`src/rtl/fetch_pkg.sv`:
```
// Shared fetch-stage types and opcode decode helpers.
package fetch_pkg;

    typedef enum logic {
        S_WORD0 = 1'b0,
        S_WORD1 = 1'b1
    } fetch_state_e;

    localparam int unsigned OPC_HI = 15;
    localparam int unsigned OPC_LO = 11;

    localparam logic [4:0] OPC_TW_A = 5'b10001;
    localparam logic [4:0] OPC_TW_B = 5'b10010;
    localparam logic [4:0] OPC_TW_C = 5'b10011;
    localparam logic [4:0] OPC_TW_D = 5'b11000;
    localparam logic [4:0] OPC_TW_E = 5'b11001;

    function automatic logic is_two_word(input logic [4:0] opcode);
        return (opcode == OPC_TW_A) || (opcode == OPC_TW_B) || (opcode == OPC_TW_C) ||
               (opcode == OPC_TW_D) || (opcode == OPC_TW_E);
    endfunction

endpackage

```
`src/rtl/fetch_stage_if_id_reg.sv`:
```
// IF/ID pipeline register; flush clears all fields and takes priority over hold.
module if_id_reg #(
    parameter int unsigned PC_W    = 32,
    parameter int unsigned INSTR_W = 16
) (
    input  logic               clk_i,
    input  logic               rst_i,
    input  logic               flush_i,
    input  logic               hold_i,
    input  logic [INSTR_W-1:0] instr_i,
    input  logic [INSTR_W-1:0] imm_i,
    input  logic [PC_W-1:0]    pc_i,
    input  logic               valid_i,
    output logic [INSTR_W-1:0] instr_o,
    output logic [INSTR_W-1:0] imm_o,
    output logic [PC_W-1:0]    pc_o,
    output logic               valid_o
);

    logic [INSTR_W-1:0] instr_q;
    logic [INSTR_W-1:0] imm_q;
    logic [PC_W-1:0]    pc_q;
    logic               valid_q;

    always_ff @(posedge clk_i) begin
        if (rst_i || flush_i) begin
            instr_q <= '0;
            imm_q   <= '0;
            pc_q    <= '0;
            valid_q <= 1'b0;
        end else if (!hold_i) begin
            instr_q <= instr_i;
            imm_q   <= imm_i;
            pc_q    <= pc_i;
            valid_q <= valid_i;
        end
    end

    assign instr_o = instr_q;
    assign imm_o   = imm_q;
    assign pc_o    = pc_q;
    assign valid_o = valid_q;

endmodule

```
`src/rtl/fetch_stage.sv`:
```
// Fetch stage: PC, one/two-word instruction assembly and IF/ID register.
// Optional freeze-cycle counter enabled by FETCH_STALL_CNT_EN.
module fetch_stage
    import fetch_pkg::*;
#(
    parameter int unsigned     PC_W     = 32,
    parameter int unsigned     INSTR_W  = 16,
    parameter logic [PC_W-1:0] RESET_PC = '0
) (
    input  logic               clk,
    input  logic               rst,
    input  logic               freeze_pc,
    input  logic               redirect_en,
    input  logic [PC_W-1:0]    redirect_pc,
    output logic [PC_W-1:0]    imem_addr,
    input  logic [INSTR_W-1:0] imem_data,
    output logic [INSTR_W-1:0] if_id_instr,
    output logic [INSTR_W-1:0] if_id_imm,
    output logic [PC_W-1:0]    if_id_pc,
    output logic               if_id_valid,
    output logic               id_ex_bubble
`ifdef FETCH_STALL_CNT_EN
    ,
    output logic [15:0]        stall_count
`endif
);

    fetch_state_e       state_q, state_d;
    logic [PC_W-1:0]    pc_q, pc_d;
    logic [INSTR_W-1:0] word_q, word_d;
    logic [PC_W-1:0]    wpc_q, wpc_d;

    logic               hold;
    logic [INSTR_W-1:0] ld_instr;
    logic [INSTR_W-1:0] ld_imm;
    logic [PC_W-1:0]    ld_pc;
    logic               ld_valid;

    assign hold         = freeze_pc & ~redirect_en;
    assign id_ex_bubble = hold;
    assign imem_addr    = pc_q;

    always_ff @(posedge clk) begin
        if (rst) begin
            state_q <= S_WORD0;
            pc_q    <= RESET_PC;
            word_q  <= '0;
            wpc_q   <= '0;
        end else begin
            state_q <= state_d;
            pc_q    <= pc_d;
            word_q  <= word_d;
            wpc_q   <= wpc_d;
        end
    end

    always_comb begin
        state_d  = state_q;
        pc_d     = pc_q;
        word_d   = word_q;
        wpc_d    = wpc_q;
        ld_instr = '0;
        ld_imm   = '0;
        ld_pc    = '0;
        ld_valid = 1'b0;
        if (redirect_en) begin
            pc_d    = redirect_pc;
            state_d = S_WORD0;
        end else if (!freeze_pc) begin
            pc_d = pc_q + 1'b1;
            case (state_q)
                S_WORD0: begin
                    if (is_two_word(imem_data[OPC_HI:OPC_LO])) begin
                        word_d  = imem_data;
                        wpc_d   = pc_q;
                        state_d = S_WORD1;
                    end else begin
                        ld_instr = imem_data;
                        ld_pc    = pc_q;
                        ld_valid = 1'b1;
                    end
                end
                S_WORD1: begin
                    ld_instr = word_q;
                    ld_imm   = imem_data;
                    ld_pc    = wpc_q;
                    ld_valid = 1'b1;
                    state_d  = S_WORD0;
                end
                default: state_d = S_WORD0;
            endcase
        end
    end

    if_id_reg #(
        .PC_W    (PC_W),
        .INSTR_W (INSTR_W)
    ) u_if_id (
        .clk_i   (clk),
        .rst_i   (rst),
        .flush_i (redirect_en),
        .hold_i  (hold),
        .instr_i (ld_instr),
        .imm_i   (ld_imm),
        .pc_i    (ld_pc),
        .valid_i (ld_valid),
        .instr_o (if_id_instr),
        .imm_o   (if_id_imm),
        .pc_o    (if_id_pc),
        .valid_o (if_id_valid)
    );

`ifdef FETCH_STALL_CNT_EN
    logic [15:0] stall_q, stall_d;

    always_comb begin
        stall_d = stall_q;
        if (hold && (stall_q != 16'hFFFF)) begin
            stall_d = stall_q + 16'd1;
        end
    end

    always_ff @(posedge clk) begin
        if (rst) begin
            stall_q <= '0;
        end else begin
            stall_q <= stall_d;
        end
    end

    assign stall_count = stall_q;
`endif

endmodule

```
`config.mk`:
```
export PLATFORM = sky130hd
export DESIGN_NAME = fetch_stage
export DESIGN_NICKNAME = d
export VERILOG_FILES = /design/src/rtl/fetch_pkg.sv /design/src/rtl/fetch_stage_if_id_reg.sv /design/src/rtl/fetch_stage.sv
export SDC_FILE = /design/constraint.sdc
export NUM_CORES = 1
export LEC_CHECK = 0
export CAP_MARGIN = 20
export CELL_PAD_IN_SITES_DETAIL_PLACEMENT = 1
export CELL_PAD_IN_SITES_GLOBAL_PLACEMENT = 2
export CORE_MARGIN = 1
export CORE_UTILIZATION = 35
export CTS_BUF_LIST = sky130_fd_sc_hd__clkbuf_2
export CTS_CLUSTER_DIAMETER = 80
export CTS_CLUSTER_SIZE = 24
export DETAILED_ROUTE_END_ITERATION = 8
export DONT_BUFFER_PORTS = 1
export PLACE_DENSITY_LB_ADDON = 0.08
export SYNTH_ARGS = -nofsm -noshare
export SYNTH_HDL_FRONTEND = slang
export SYNTH_SLANG_ARGS = --single-unit
```
`constraint.sdc`:
```
create_clock -name clk -period 2 [get_ports clk]
set_input_delay 0.4 -clock clk [delete_from_list [all_inputs] [get_ports clk]]
set_output_delay 0.4 -clock clk [all_outputs]
set_load 0.01 [all_outputs]
```
After elaboration in Yosys (flattened, before gate mapping)
Index checks and enable logic that the tools add are counted.

Add/subtract/negate cells: 1. Equal/unequal tests: 6. Mux-type cells: 19. Bitwise gates (word level): 4. Reduce and logical (&&, ||, !) cells: 7.

Operators by type and width (count): $mux 32 (5); $mux 16 (6); $pmux 32 s2 (1); $add 32x1->32 const B (1); $pmux 16 s2 (1); $eq 5x5->1 const B (5); $logic_or 1x1->1 (5); $mux 1 (4); $pmux 1 s2 (2); $reduce_and 4->1 (1); $not 1->1 (3); $ne 2x1->1 const B (1); $reduce_or 2->1 (1); $and 1x1->1 (1).

Register bits after elaboration: 146. Input port bits: 52.

Depth between registers and ports, before layout
Gate-level depths: netlist of the first run.

Word-level depth: 9. Depth in mapped cells: 8. Depth with buffers taken out: 5.

Modules after synthesis
From an unflattened synthesis of the first run, not the netlist that was laid out.

Cells, all modules: 825. Area, all modules: 7014.2 um2.

Modules (own cells, without submodules): fetch_stage (times used 1, cells an instance 615, area each 4675.7 um2, seq. area each 1621.6 um2); if_id_reg (times used 1, cells an instance 210, area each 2338.5 um2, seq. area each 1301.2 um2).

Least setup slack after synthesis of the first run
No wires, ideal clock.

Path type: register to register. Start point: register pc_q[0] (netlist: imem_addr[0]). End point: register pc_q[16] (netlist: imem_addr[16]). Library setup time: 0.091 ns. Arrival: 1.916 ns. Slack: -0.007 ns. Stages on the path, launching flop included: 7. Cells stage by stage: dfxtp_1 -> ha_1 -> nor2b_1 -> clkbuf_1 -> nand2_1 -> or4_1 -> a311oi_1.

Word-level cells in the longest chain between the ends: 3.

RTL lines: start, declared (RTL line fetch_stage.sv:29) `logic [PC_W-1:0] pc_q, pc_d;`; start signal, assigned (RTL line fetch_stage.sv:51) `pc_q <= pc_d;`; $add 32x1->32 (RTL line fetch_stage.sv:70) `pc_d = pc_q + 1'b1;`; $mux 32 (RTL line fetch_stage.sv:69) `end else if (!freeze_pc) begin`; $mux 32 (RTL line fetch_stage.sv:66) `if (redirect_en) begin`.

No other way between the ends. The select of a mux whose other input is x is not followed. A chain may end at the register's enable or synchronous reset.

Final worst setup path of the first run
Start point: input imem_data[15]. End point: register wpc_q[7].

Word-level cells in the longest chain between the ends: 6. Elaborated cells on any way between the ends: 10. Those cells by class: eq/ne (5); reduce/logical (5).

RTL lines: start, declared (RTL line fetch_stage.sv:16) `input logic [INSTR_W-1:0] imem_data,`; $eq 5x5->1 (RTL line fetch_pkg.sv:19) `return (opcode == OPC_TW_A) || (opcode == OPC_TW_B) || (opcode == OPC_TW_C) ||`; $logic_or 1x1->1 (3 in a row) (RTL line fetch_pkg.sv:19); $logic_or 1x1->1 (*) (RTL line fetch_pkg.sv:20) `(opcode == OPC_TW_D) || (opcode == OPC_TW_E);`; $reduce_and 4->1 (no line) (*); end signal, assigned (RTL line fetch_stage.sv:53) `wpc_q <= wpc_d;`; end, declared (RTL line fetch_stage.sv:31) `logic [PC_W-1:0] wpc_q, wpc_d;`.

Mark *: on every way between the ends. The rest lies on a longest branch, timed or not.

==> results.ini, run 1 <==
[global_routing]
grt_max_degree = 92
grt-ovfl-total = 0
grt.total_usage = 0.2402
grt_pass1_vias = 6649
grt_pass1_wl_um = 36720
antenna_found_initial = 2

[detailed_routing]
wl_met3_um = 1118
routed_wl_um = 23570
wl_met2_um = 11660
num_vias = 6221
detail_route.vias_per_cell = 5.869
met1_length_um = 10590
dr.max_layer_used = met4
wire_per_inst_um = 22.24
drc_errors = 0
drt_iter0_markers = 283
dr.pass1.iters = 4
postRouteAntennaNets = 0

[logic_synthesis]
yosys.cell_count.top_type = dfxtp_1
yosysUniqueCellTypes = 56
synth_top_area_frac = 0.4432
syn_inst = 765
synth_area_per_cell_um2 = 8.621
synth_top_area_cell = dfxtp_1
ys_seq_area_frac = 0.4432
ys_warn_count = 0
synth_ff_type = dfxtp_1
synthesis.area_um2 = 6595
syn_nets = 818
synth-async-reset-ratio = 0
ys_ff_latch = 146
synth.top_cells.by_count = 146 x dfxtp_1, 97 x nor2_1, 61 x clkbuf_1
synth_edf_count = 0
yosys-top-cells-area = dfxtp_1 44%, mux2_2 7.2%, a22oi_1 6.8%, nor2_1 5.5%, a21oi_1 4.4%

[clock_tree]
root_buffer = clkbuf_2
numCtsBuffers = 17
clk_pin_slew_ps = 240
cts_setup_buffers = 0
clockBufferDepth = 2
htree_levels = 4
clk_latency_ps = 700
cts_sinks = 146
cts_tree = yes

[timing]
setup_viol = 34
finalCritPeriodShare = 1.025
max_freq_mhz = 487.8
worst_clock_skew_ps = 42.33
worstMarginPinSlew_ps = 695.7
finalHoldViolCount = 0
drv_slew = 0
finalCriticalPeriod_ps = 2050
final.setup.worst_slack_ps = -50.05
relSlewSlack = 0.5362
tns_ps = -540.2

[critical_path]
cp_top_family = buffers and inverters
cp.buffers_inverters = 3
cp_cell_sequence = dlygate4sd3_1 -> nand2b_1 -> dlygate4sd3_1 -> nor4_4 -> clkbuf_16 -> nand3_1 -> a21oi_1
critPathLaunchType = input pin
critPathMaxFanout = 24
cpMostUsedCell = dlygate4sd3_1
cpPeakStageDelay_ps = 640
required_ps = 2610
cp_slowest_cell = dlygate4sd3_1
end_kind = flop
cp_data_arrival_time_ps = 2660
crit_type = input pin to flop

[placement]
pre_cts_slack_ps = 175.6
numPortBuffers = 0
dp_cells = 965
hpwl_um = 14710
place_congestion = 0.7588

[pwr]
swShare = 0.3093
p_int_mw = 3.739
peakVddDrop_mv = 0.3281
pwr-share-clk = 0.294
seq_power_share = 0.566
power.net_switching_mw = 1.674
p_per_area_nw_per_um2 = 687.3
combPwrFrac = 0.139
leakage_nw = 2.672

[die]
row_count = 49
fp.dieW_um = 139.3
dieArea_um2 = 19400
core_um2 = 18210
ios = 150
fp.dieH_um = 139.3
start_util = 0.3622

[final_layout]
areaGrowthSynthToFinish_pct = 19.43
n_fill_cell = 2098
stdcell_count = 1060
fin_util = 0.4326
drive_above_1_share = 0.1639
final_nets = 870

[outcome]
status = finished with violations
failed_checks = negative setup slack

[worst_hold_path]
hold_class = input pin to flop

[job]
maxCapViolCount = 0

[final timing paths]
kind	depth (start not counted)	startpoint	slack, ps	to
worst max-delay path	7	imem_data[15]	-50	wpc_q[7]
worst min-delay path	2	rst	110	wpc_q[23]
worst max register to register	6	imem_addr[1]	120	imem_addr[16]
worst min register to register	2	word_q[13]	490	word_q[13]
[cell families (layout without fill, tap and decap cells)]
kind of cell / after synthesis / after routing / share of synthesized area
simple gates: 254 / 254 / 0.1954
compound gates: 220 / 220 / 0.2144
flops: 146 / 146 / 0.4432
buf+inv: 87 / 152 / 0.05274
mux: 46 / 46 / 0.07778
xor+xnor: 11 / 11 / 0.01461
fa+ha+maj: 1 / 1 / 0.001897
other cells: 0 / 1 / 0
[power groups by stage]
stage               Combinational, mW  Clock (mW)  Sequential (mW)
global route                    0.818        1.78             3.08
global placement                0.569           0             3.12
finish                          0.754        1.59             3.07
CTS                             0.745        1.67             3.07
floorplan                       0.370           0             3.13
detailed placement              0.584           0             3.12
[timing repair]
item                                   4_1_cts  5_1_grt
gates resized for setup                      0        5
endpoints found under the hold margin      114        0
hold buffers                                61        0
setup endpoints to repair                    0       52
[sequential cells by signal (all words and copies together) (netlist names)]
name,flops
imem_addr,32
u_if_id.pc_o,32
wpc_q,32
u_if_id.imm_o,16
u_if_id.instr_o,16
word_q,16
state_q,1
u_if_id.valid_o,1
[metrics by stage]
step / cell area (µm²) / hold WS, ps / power, mW
finish: 7876 / 110.6 / 5.413
global route: 7876 / 21.77 / 5.676
CTS: 7840 / 2.944 / 5.485
detailed placement: 7008 / 448.2 / 3.705
global placement: 7008 / 438.3 / 3.686
floorplan: 6596 / 426.6 / 3.505
[layout by cell type (no fill, tap or decap), types with 4 or more instances in the layout]
master	synthesis	routed
dlygate4sd3_1	0	59
a211oi_1	10	10
nand2_1	18	18
nor4_1	6	5
xor2_1	6	6
a311oi_1	11	11
inv_1	6	6
o21ai_0	54	54
nand3_1	53	52
a22oi_1	60	60
mux2i_1	4	4
or3_1	7	7
clkinv_1	0	4
dfxtp_1	146	145
nand4_1	17	17
a21oi_1	58	58
nand3b_1	5	5
clkinvlp_4	0	5
buf_4	1	49
clkbuf_2	1	18
o31ai_1	8	8
mux2_2	42	42
or4_1	10	10
nor3_1	8	8
and2_1	5	5
and4_1	6	5
nor2_1	97	96
xnor2_1	5	5
and3_1	7	7
[final cells by class]
cell class | instances | area (µm²) | share of cell area
Antenna cell | 1 | 2.502 | 0.0003177
Clock buffer | 18 | 90.09 | 0.01144
Clock inverter | 14 | 113.9 | 0.01446
Inverter | 6 | 22.52 | 0.002859
Multi-Input combinational cell | 532 | 3362 | 0.4268
Sequential cell | 146 | 2924 | 0.3712
Tap cell | 229 | 286.5 | 0.03638
Timing Repair Buffer | 114 | 1075 | 0.1365
[per-layer routing]
metal / vias to the layer above / track usage
met2: 152 / 0.4136
met5: - / 0
li1: 2932 / -
met1: 3125 / 0.2991
met3: 12 / 0.05678
met4: 0 / 0.06491
No activity file was read; power rests on OpenSTA's default activity.
==> run 2: changes to the inputs <==
--- a/config.mk
+++ b/config.mk
@@ -15,6 +15,8 @@
 export CTS_CLUSTER_SIZE = 24
 export DETAILED_ROUTE_END_ITERATION = 8
 export DONT_BUFFER_PORTS = 1
+export GPL_TIMING_DRIVEN = 0
+export MAX_ROUTING_LAYER = met4
 export PLACE_DENSITY_LB_ADDON = 0.08
 export SYNTH_ARGS = -nofsm -noshare
 export SYNTH_HDL_FRONTEND = slang
==> results.ini, run 2 (synthesis gave the netlist of run 1 again) <==
[timing]
worst_clock_skew_ps = 29.08  ; -13.25 ps
worstMarginPinSlew_ps = 703.3  ; +7.603 ps
finalCritPeriodShare = 0.9826  ; -0.04243
rsz0062_at_grt = true
drv_slew = 0  ; unchanged
setup_viol = 0  ; -100%
finalHoldViolCount = 0  ; unchanged
finalCriticalPeriod_ps = 1965  ; -84.87 ps
final.setup.worst_slack_ps = 34.81  ; +84.87 ps
max_freq_mhz = 508.9  ; +4.3%
relSlewSlack = 0.5312  ; -0.005069
tns_ps = 0  ; +540.2 ps

[outcome]
status = finished, final reports clean

[clock_tree]
cts_tree = yes
clockBufferDepth = 2  ; unchanged
clk_pin_slew_ps = 240  ; about the same
root_buffer = clkbuf_2
cts_sinks = 146  ; unchanged
htree_levels = 4  ; unchanged
clk_latency_ps = 730  ; +30 ps
numCtsBuffers = 17  ; unchanged

[critical_path]
required_ps = 2680  ; +70 ps
critPathLaunchType = flop
end_kind = flop
crit_type = flop to flop
critPathMaxFanout = 7  ; -71%
cp_data_arrival_time_ps = 2640  ; -20 ps

[die]
core_um2 = 18210  ; unchanged
fp.dieH_um = 139.3  ; unchanged
row_count = 49  ; unchanged
dieArea_um2 = 19400  ; unchanged
start_util = 0.3622  ; unchanged
fp.dieW_um = 139.3  ; unchanged
ios = 150  ; unchanged

[final_layout]
drive_above_1_share = 0.1874  ; +0.02357
stdcell_count = 1090  ; +2.8%
areaGrowthSynthToFinish_pct = 20.94
final_common_cell = dfxtp_1
final_nets = 899  ; +3.3%
n_fill_cell = 2159  ; +2.9%
multi_input_area_um2 = 3443  ; +2.4%
design_area_um2 = 7976  ; +1.3%
ff_latch_area_um2 = 2972  ; +1.6%
most-common-layout-cells = 123 x dfxtp_1, 97 x nor2_1, 60 x a22oi_1

[global_routing]
grt_max_degree = 17  ; -82%
grt_pass1_wl_um = 38400  ; +4.6%
grt_pass1_vias = 6710  ; +0.92%
grt.total_usage = 0.2639  ; +0.02371
grt-ovfl-total = 0  ; unchanged
antenna_found_initial = 2  ; unchanged

[detailed_routing]
drc_errors = 0  ; unchanged
detail_route.vias_per_cell = 5.930  ; +1.0%
num_vias = 6464  ; +3.9%
postRouteAntennaNets = 0  ; unchanged
drt_iter0_markers = 279  ; -1.4%
wire_per_inst_um = 22.72  ; +2.2%
routed_wl_um = 24760  ; +5.0%
dr.pass1.iters = 5  ; +1

[pwr]
peakVddDrop_mv = 0.2939  ; -10%
p_per_area_nw_per_um2 = 725.3  ; +5.5%
leakage_nw = 2.647  ; -0.93%
total_power_mw = 5.785  ; +6.9%

[worst_hold_path]
hold_class = input pin to flop

[placement]
hpwl_um = 17290  ; +18%
dp_cells = 994  ; +3.0%
placed_cell_area_um2 = 6883  ; -1.8%
pre_cts_slack_ps = -730.1  ; -905.7 ps
numPortBuffers = 0  ; unchanged
place_congestion = 0.8664  ; +14%

[job]
maxCapViolCount = 0  ; unchanged

-- run 2: cell count changes in the layout (fill, tap and decap cells not counted), sizes merged --
cell          delta
dlygate4sd3     -11
clkinv           -1
bufinv           +3
clkbuf          +54
inv              -1
clkinvlp         -2
diode            +1
buf             -12
dlymetal6s4s     -1
-- run 2: metal layers --
layer / up-vias / global-route usage / wire length, µm
li1: 2982 / - / -
met1: 3270 / 0.3283 / 11080
met2: 178 / 0.4229 / 11970
met3: 34 / 0.05231 / 1272
met4: 0 / 0.09708 / 431
met5: - / - / 0
-- run 2: report_power, final --
group | internal (mW) | switching (mW)
clock network | 0.833 | 1.16
registers | 2.99 | 0.143
logic | 0.259 | 0.398
-- run 2: through the flow --
stage / hold WS, ps / util
3_5_place_dp: 446.7 / 0.3780
5_1_grt: 53.14 / 0.4381
2_1_floorplan: 426.6 / -
4_1_cts: 53.66 / 0.4288
3_3_place_gp: 452.3 / 0.3780
6_report: 114.2 / 0.4381
-- run 2: critical path: stages (launching register included) --
cell and delay (ps):
dfxtp_1 590, and4_1 240, clkbuf_1 300, nand4_1 190, or4_1 490, nand3_1 100
-- run 2: layout make-up --
type                            instances  share of cell area
Buffer                                 79             0.04643
Antenna cell                            2           0.0006275
Multi-Input combinational cell        532              0.4317
Inverter                                6            0.002824
Sequential cell                       146              0.3725
Clock inverter                         13             0.02306
Timing Repair Buffer                   64             0.07498
Tap cell                              229             0.03592
Clock buffer                           19             0.01192
-- run 2: repair_timing --
| action | 4_1_cts | 5_1_grt |
|---|---|---|
| pin swaps | 3 | 13 |
| gates resized for setup | 43 | 51 |
| buffers inserted | 9 | 7 |
| gates cloned | 0 | 1 |
| hold buffers | 48 | 0 |
| endpoints found under the setup margin | 99 | 32 |
| hold endpoints to repair | 77 | 0 |
-- run 2: path summary, 6_finish.rpt --
check / cells after the start / endpoint / slack (ps) / from
max: 5 / imem_addr[29] / 30 / imem_addr[25]
min: 3 / imem_addr[30] / 110 / redirect_pc[30]
max reg2reg: 5 / imem_addr[29] / 30 / imem_addr[25]
min reg2reg: 2 / word_q[13] / 480 / word_q[13]
==> run 3: changes to the inputs <==
--- a/config.mk
+++ b/config.mk
@@ -9,7 +9,7 @@
 export CELL_PAD_IN_SITES_DETAIL_PLACEMENT = 1
 export CELL_PAD_IN_SITES_GLOBAL_PLACEMENT = 2
 export CORE_MARGIN = 1
-export CORE_UTILIZATION = 35
+export CORE_UTILIZATION = 39
 export CTS_BUF_LIST = sky130_fd_sc_hd__clkbuf_2
 export CTS_CLUSTER_DIAMETER = 80
 export CTS_CLUSTER_SIZE = 24
@@ -18,6 +18,7 @@
 export GPL_TIMING_DRIVEN = 0
 export MAX_ROUTING_LAYER = met4
 export PLACE_DENSITY_LB_ADDON = 0.08
+export SLEW_MARGIN = 40
 export SYNTH_ARGS = -nofsm -noshare
 export SYNTH_HDL_FRONTEND = slang
 export SYNTH_SLANG_ARGS = --single-unit
==> constraint.sdc (replaced) <==
create_clock -name clk -period 2.05 [get_ports clk]
set_input_delay 0.41 -clock clk [delete_from_list [all_inputs] [get_ports clk]]
set_output_delay 0.41 -clock clk [all_outputs]
set_load 0.01 [all_outputs]
==> results.ini, run 3 (synthesis gave the netlist of run 1 again) <==
[global_routing]
grt-ovfl-total = 0  ; unchanged
grt_pass1_vias = 6620  ; -1.3%
grt_max_degree = 17  ; unchanged
antenna_found_initial = 1  ; -1
grt.total_usage = 0.2897  ; +0.02575
grt_pass1_wl_um = 37940  ; -1.2%

[critical_path]
worstReg2RegEnd = imem_addr[20]
end_kind = flop
required_ps = 2730  ; +50 ps
r2r_setup_slack_ps = -10  ; -50 ps
cp_data_arrival_time_ps = 2740  ; +100 ps
critPathMaxFanout = 9  ; +2
rr_worst_depth = 6  ; +1
crit_type = flop to flop
critPathLaunchType = flop
r2r-start = imem_addr[0]

[placement]
numPortBuffers = 0  ; unchanged
dp_cells = 985  ; -0.91%
hpwl_um = 16930  ; -2.1%
place_congestion = 0.8335  ; -3.8%
pre_cts_slack_ps = -700.6  ; +29.55 ps

[die]
ios = 150  ; unchanged
fp.dieW_um = 132.0  ; -5.2%
fp.dieH_um = 132.0  ; -5.2%
start_util = 0.3991  ; +0.03691
core_um2 = 16520  ; -9.2%
dieArea_um2 = 17430  ; -10%
row_count = 47  ; -4.1%

[final_layout]
stdcell_count = 1077  ; -1.2%
final_common_cell = dfxtp_1
drive_above_1_share = 0.1694  ; -0.01803
areaGrowthSynthToFinish_pct = 19.01
final_nets = 896  ; -0.33%
n_fill_cell = 1953  ; -9.5%
fin_util = 0.4750  ; +0.03692
most-common-layout-cells = 122 x dfxtp_1, 97 x nor2_1, 60 x a22oi_1

[pwr]
leakage_nw = 2.604  ; -1.6%
p_per_area_nw_per_um2 = 704.0  ; -2.9%
peakVddDrop_mv = 0.3916  ; +33%

[clock_tree]
numCtsBuffers = 17  ; unchanged
clk_latency_ps = 760  ; +30 ps
cts_tree = yes
root_buffer = clkbuf_2
htree_levels = 4  ; unchanged
cts_sinks = 146  ; unchanged
clk_pin_slew_ps = 230  ; about the same
clockBufferDepth = 2  ; unchanged

[outcome]
failed_checks = negative setup slack
status = finished with violations

[worst_hold_path]
hp-start = rst
hold_class = input pin to flop
hold_path_depth = 3  ; unchanged
holdPathEnd = imem_addr[30]

[timing]
worst_clock_skew_ps = 36.74  ; +7.653 ps
worstMarginPinSlew_ps = 706.2  ; +2.901 ps
finalHoldViolCount = 0  ; unchanged
relSlewSlack = 0.5292  ; -0.001934
finalCriticalPeriod_ps = 2060  ; +95.27 ps
finalCritPeriodShare = 1.005  ; +0.02251
max_freq_mhz = 485.3  ; -4.6%
final.setup.worst_slack_ps = -10.46  ; -45.27 ps
setup_viol = 2  ; +2
rsz0062_at_grt = true
drv_slew = 0  ; unchanged

[detailed_routing]
detail_route.vias_per_cell = 5.967  ; +0.61%
dr.pass1.iters = 5  ; unchanged
num_vias = 6426  ; -0.59%
routed_wl_um = 24430  ; -1.3%
drt_iter0_markers = 422  ; +51%
drc_errors = 0  ; unchanged
postRouteAntennaNets = 0  ; unchanged
wire_per_inst_um = 22.69  ; -0.13%

[job]
maxCapViolCount = 0  ; unchanged

==> run 3: cell types whose count changed in the layout (fill, tap and decap cells not counted), moves of 3 or more <==
| cell | delta |
|---|---|
| buf_2 | -3 |
| or4_4 | -3 |
| clkbuf_1 | +3 |
| dfxtp_4 | -3 |
| dfxtp_2 | +4 |
| buf_4 | -5 |
| clkinv_1 | +3 |
| or4_1 | +3 |
==> run 3: worst max-delay path, stage by stage, from the launching register on <==
cell      delay (ps)
dfxtp_4          490
ha_4             180
nor2b_1          210
buf_6            200
nand3_2          170
or4_1            430
a311oi_1         300
==> run 3: metal layers <==
layer	GRT usage	wire length [µm]	share of wire	vias to the layer above
li1	-	-	-	2980
met1	0.3509	10730	0.44	3226
met2	0.4712	11790	0.48	190
met3	0.07266	1440	0.059	30
met4	0.09109	475	0.019	0
met5	-	0	0	-
==> run 3: area by class of cell <==
cell class | instances | area (µm²) | share of cell area
multi-input cells | 532 | 3392 | 0.4322
flip-flops and latches | 146 | 2965 | 0.3778
repair buffers | 61 | 580.6 | 0.07397
plain buffers | 79 | 359.1 | 0.04575
well taps | 220 | 275.3 | 0.03507
clock inverters | 14 | 161.4 | 0.02056
clock buffers | 18 | 90.09 | 0.01148
inverters | 6 | 22.52 | 0.002869
diodes | 1 | 2.502 | 0.0003188
==> run 3: stage by stage <==
| step | power, mW | instance area, µm² | hold slack, ps | TNS [ps] |
|---|---|---|---|---|
| after CTS | 5.528 | 7706 | 119.7 | 0 |
| after floorplan | 3.419 | 6595 | 426.6 | 0 |
| after global placement | 3.603 | 6870 | 448.0 | -35710 |
| after global routing | 5.754 | 7849 | 181.2 | -199.2 |
| final | 5.525 | 7849 | 177.0 | -15.87 |
| after detailed placement | 3.621 | 6879 | 450.4 | -42430 |
==> run 3: timing repair <==
action | in CTS | in global routing
cloned | 0 | 0
endpoints found under the hold margin | 78 | 0
hold buffers | 49 | 0
setup endpoints to repair | 78 | 33
setup buffers | 5 | 7
pin swaps | 2 | 2
gates resized for setup | 30 | 39
==> run 3: worst max path at each step <==
| stage | start | depth (start not counted) | to | slack (ps) |
|---|---|---|---|---|
| floorplan | imem_addr[0] | 6 | imem_addr[16] | 40 |
| global placement | imem_addr[1] | 6 | imem_addr[20] | -690 |
| detailed placement | imem_addr[1] | 6 | imem_addr[20] | -700 |
| CTS | imem_addr[23] | 5 | imem_addr[29] | 2 |
| global route | imem_addr[0] | 6 | imem_addr[20] | -90 |
| finish | imem_addr[0] | 6 | imem_addr[20] | -10 |
==> run 3: report_power, final <==
group	internal, mW	switching, mW	total, mW	leakage, nW
combinational	0.248	0.388	0.636	1.26
clock	0.680	1.15	1.83	0.147
sequential	2.92	0.137	3.06	1.19
